[config.mk]
export PLATFORM = sky130hd
export DESIGN_NAME = fetch_unit
export DESIGN_NICKNAME = d
export VERILOG_FILES = /design/src/rtl/fetch_unit.sv
export SDC_FILE = /design/constraint.sdc
export NUM_CORES = 2
export LEC_CHECK = 0
export CAP_MARGIN = 40
export CORE_MARGIN = 5
export CORE_UTILIZATION = 65
export DETAILED_ROUTE_END_ITERATION = 10
export GPL_ROUTABILITY_DRIVEN = 0
export PLACE_DENSITY = 0.83
export SYNTH_ARGS = -nofsm -noshare
export SYNTH_HDL_FRONTEND = slang
export SYNTH_SLANG_ARGS = --single-unit
[constraint.sdc]
create_clock -name clk -period 11.9 [get_ports clk]
set_input_delay 1.785 -clock clk [delete_from_list [all_inputs] [get_ports clk]]
set_output_delay 1.785 -clock clk [all_outputs]
set_load 0.005 [all_outputs]
[src/rtl/fetch_unit.sv]
// fetch_unit: registered instruction fetch stage with a programmable store,
// zero-penalty jump pre-decode, branch redirect/flush, stall and END halt.
module fetch_unit #(
  parameter int unsigned       DATA_W   = 32,
  parameter int unsigned       DEPTH    = 64,
  parameter int unsigned       PC_W     = 32,
  parameter logic [DATA_W-1:0] NOP_WORD = 32'hF800_0000,
  parameter logic [DATA_W-1:0] END_WORD = 32'hFFFF_FFFF,
  parameter logic [4:0]        J_OPCODE = 5'd16
) (
  input  logic                     clk,
  input  logic                     rst,
  input  logic                     stall,
  input  logic                     redirect_valid,
  input  logic [PC_W-1:0]          redirect_pc,
  input  logic                     prog_we,
  input  logic [$clog2(DEPTH)-1:0] prog_addr,
  input  logic [DATA_W-1:0]        prog_data,
  output logic [PC_W-1:0]          pc,
  output logic [DATA_W-1:0]        instr,
  output logic [PC_W-1:0]          instr_pc,
  output logic [4:0]               opcode,
  output logic [4:0]               rd,
  output logic [4:0]               rs,
  output logic [4:0]               rt,
  output logic [16:0]              imm,
  output logic [PC_W-1:0]          jaddr,
  output logic                     halted,
  output logic                     addr_err
);

  localparam int unsigned AW = $clog2(DEPTH);

  logic [DATA_W-1:0] mem [DEPTH];

  logic              in_range_c;
  logic [DATA_W-1:0] word_c;
  logic [PC_W-1:0]   pc_n;
  logic [DATA_W-1:0] instr_n;
  logic [PC_W-1:0]   instr_pc_n;
  logic              halted_n;
  logic              addr_err_n;

  // Instruction store: write-only port, old data visible to a same-edge fetch
  always_ff @(posedge clk) begin
    if (prog_we) begin
      mem[prog_addr] <= prog_data;
    end
  end

  // Next-state selection in priority order: halt, redirect, stall, fetch
  always_comb begin
    pc_n       = pc;
    instr_n    = instr;
    instr_pc_n = instr_pc;
    halted_n   = halted;
    addr_err_n = addr_err;
    in_range_c = (64'(pc) < 64'(DEPTH));
    word_c     = in_range_c ? mem[AW'(pc)] : NOP_WORD;

    if (halted) begin
      // frozen until reset
    end else if (redirect_valid) begin
      pc_n       = redirect_pc;
      instr_n    = NOP_WORD;
      instr_pc_n = pc;
    end else if (stall) begin
      // hold
    end else begin
      addr_err_n = addr_err | ~in_range_c;
      if (word_c == END_WORD) begin
        halted_n = 1'b1;
        instr_n  = NOP_WORD;
      end else begin
        instr_n    = word_c;
        instr_pc_n = pc;
        if (word_c[31:27] == J_OPCODE) begin
          pc_n = PC_W'(word_c[26:0]);
        end else begin
          pc_n = pc + PC_W'(1);
        end
      end
    end
  end

  // Fetch state registers with synchronous reset
  always_ff @(posedge clk) begin
    if (rst) begin
      pc       <= '0;
      instr    <= NOP_WORD;
      instr_pc <= '0;
      halted   <= 1'b0;
      addr_err <= 1'b0;
    end else begin
      pc       <= pc_n;
      instr    <= instr_n;
      instr_pc <= instr_pc_n;
      halted   <= halted_n;
      addr_err <= addr_err_n;
    end
  end

  // Decode field slices of the registered word
  always_comb begin
    opcode = instr[31:27];
    rd     = instr[26:22];
    rs     = instr[21:17];
    rt     = instr[16:12];
    imm    = instr[16:0];
    jaddr  = PC_W'(instr[26:0]);
  end

endmodule

==> flow_summary.ini <==
[status]
status = finished clean

[critical_path]
crit_slowest_cell = a21oi_1
cp-end-kind = flop
worstPathRequired_ns = 12.64
crit_arrival_ns = 6.92
critPathTopFamily = compound AO/OA/AOI/OAI gates
path_cells = buf_4 -> buf_4 -> nor2_1 -> a22o_1 -> a221oi_1 -> o22ai_1 -> a21oi_1 -> nor4b_2 -> and4_1 -> a21oi_4 -> buf_4 -> mux2i_1
path_class = flop to flop
cp-start-kind = flop
max_stage_delay_ns = 0.84
critPathMostFrequentCell = buf_4
path_buf_inv = 3
cp_max_fo = 45

[die]
fp.dieH_um = 371.2
die_w_um = 371.2
fp.coreArea_um2 = 129600
pin_count = 242
start_util_pct = 65.41
die_area_um2 = 137800
rows = 132

[synth]
synth_area_um2 = 84800
synthDominantCellAreaShare_pct = 72.52
synth_top_area_cell = edfxtp_1
ys_top_cells_by_count = 2048 x edfxtp_1, 412 x mux4_2, 342 x mux2i_1
synth_most_common_cell = edfxtp_1
synth_edf_count = 2048
avgSynthCellArea_um2 = 19.49
async_reset_ff_share_pct = 0
synth-seq-cells = 2152
synthCells = 4350
ys_types = 79
synth_seq_area_share_pct = 74.98
synthFlopType = edfxtp_1
ys_warn_count = 0
synth.area.top_cells = edfxtp_1 73%, mux4_2 11%, mux2i_1 4.0%

[job]
drv_cap = 0

[min_path]
holdCritStartpoint = instr_pc[5]$_SDFFE_PP0P_
hp-class = flop to flop

[drt]
initialDrtViolationCount = 10805
drc_errors = 0
drt_pre_antenna_iters = 8
wire_per_inst_um = 41.14
ant_nets = 0
vias_per_cell = 7.637
vias = 50327
wl_um = 271100

[sta]
rsz0062_at_grt = false
hold_viol = 0
slew_headroom_pct = 21.71
layout_min_cycle_time_ns = 6.175
finClkSkew_ns = 0.04075
report.final.slew_viol_count = 0
fmax_mhz = 161.9
finalCritPeriodShare_pct = 51.89
setup_violations = 0
tightest_slew_ns = 1.172
setup_tns_ns = 0
hold_slack_ns = 0.4650
final.setup.worst_slack_ns = 5.725

[global_route]
grt_max_degree = 121
grt_usage_pct = 39.67
grt_pass1_vias = 50184
grt_pass1_wl_um = 377700
grt-ovfl-total = 0
antenna_found_initial = 16

[final_layout]
drive_gt1_share_pct = 21.31
layout.area.seq_um2 = 63600
synthToLayoutAreaGrowth_pct = 13.45
layout.nets = 4750
multi_input_area_um2 = 19840
fill_cells = 6612
final-instance-count-excl-fill = 6590

[pwr]
p_switching_w = 0.003818
power.total_w = 0.01621
p_sw_share_pct = 23.56
power.leakage_nw = 30.14
vdd_drop_max_mv = 0.1537
p_clk_share_pct = 39.0
power.internal_w = 0.01239
p_comb_share_pct = 9.2
pwr-share-seq_pct = 51.9
power.density_nw_per_um2 = 168.5

[placement]
hpwlAfterDp_um = 143100
io_buffers = 236
pre_cts_ws_ns = 6.250
place_inst = 6207

[clock_tree]
cts_root_buffer = clkbuf_16
cts_resized = 0
holdBufCountCts = 0
post_cts_buffers = 0
path_clk_slew_ns = 0.06
cts.htree.levels = 4
cts_buffers = 198
clkSinkCount = 2152
clockBufferDepth = 3
cts_tree = built
clk_latency_ns = 0.86
## stage by stage
stage	cell area, µm²	utilization [%]
2_1_floorplan	84820	-
3_3_place_gp	88990	68.64
3_5_place_dp	89780	69.25
4_1_cts	96090	74.11
5_1_grt	96180	74.19
6_report	96200	74.20
## power by group through the flow
stage	clock [W]	sequential, W	combinational (W)
after floorplan	0	0.00854	0.000777
after global placement	0	0.00856	0.00129
after detailed placement	0	0.00856	0.00137
after CTS	0.00628	0.00840	0.00140
after global routing	0.00665	0.00840	0.00150
final	0.00632	0.00840	0.00149
## sequential cells by signal, summed over array words and instances (netlist names), named ones only
| register | cells |
|---|---|
| halted | 1 |
| mem | 2048 |
| instr_pc | 32 |
| pc | 32 |
| addr_err | 1 |
| instr | 32 |
## worst reg2reg max path: cells and delay by family, from the launching register on
kind                   cells  cell delay [ns]
buffers and inverters      3             2.04
flip-flops                 1             0.75
AO/OA/AOI/OAI              5             2.12
multiplexers               1             0.33
AND/OR/NAND/NOR            3             0.86
## kinds of logic (layout without fill, tap and decap cells)
| logic type | Yosys count | after routing | synth area share, % |
|---|---|---|---|
| fa+ha+maj | 1 | 1 | 0.01475 |
| mux | 773 | 773 | 15.23 |
| compound gates | 474 | 474 | 3.854 |
| buf+inv | 320 | 804 | 2.291 |
| flops | 2152 | 2152 | 74.98 |
| other cells | 1 | 15 | 0.004422 |
| xor+xnor | 24 | 24 | 0.2479 |
| simple gates | 605 | 605 | 3.380 |
## per-layer routing
metal	GRT usage, %	vias up	part of all wire, %
li1	-	18472	-
met1	50.20	24665	29
met2	58.36	5760	44
met3	14.55	1424	18
met4	26.36	6	8.7
met5	0	-	0.013
## final timing paths
kind	to	slack (ns)	depth (start not counted)
setup / recovery	instr_pc[14]$_SDFFE_PP0P_	5.73	12
hold / removal	instr_pc[5]$_SDFFE_PP0P_	0.47	2
setup reg to reg	instr_pc[14]$_SDFFE_PP0P_	5.73	12
hold reg to reg	instr_pc[5]$_SDFFE_PP0P_	0.47	2
## layout make-up
class	instances	area share (%)
multi-input combinational	1882	20.63
sequential	2152	66.11
tap	1742	2.266
clock inverter	111	1.050
antenna	10	0.02601
clock buffer	253	5.507
timing repair buffer	431	4.380
inverter	9	0.03642
## cells in the final DEF, fill, tap and decap left out, types with 21 or more instances in the layout
cell	n
nand2_1	204
clkbuf_16	203
o211ai_1	44
dfxtp_1	98
mux2i_1	342
o22ai_1	37
o21ai_0	58
buf_4	144
a22oi_1	118
nor3_1	24
buf_2	37
clkinv_2	29
nand3_1	63
mux4_2	412
buf_12	29
nor2_4	63
edfxtp_1	2048
nor4_1	22
clkinv_1	48
a221oi_1	21
nand4_1	23
clkdlybuf4s50_1	204
a21oi_1	88
clkbuf_1	47
nor2_1	85
No activity file was read; power rests on OpenSTA's default activity.
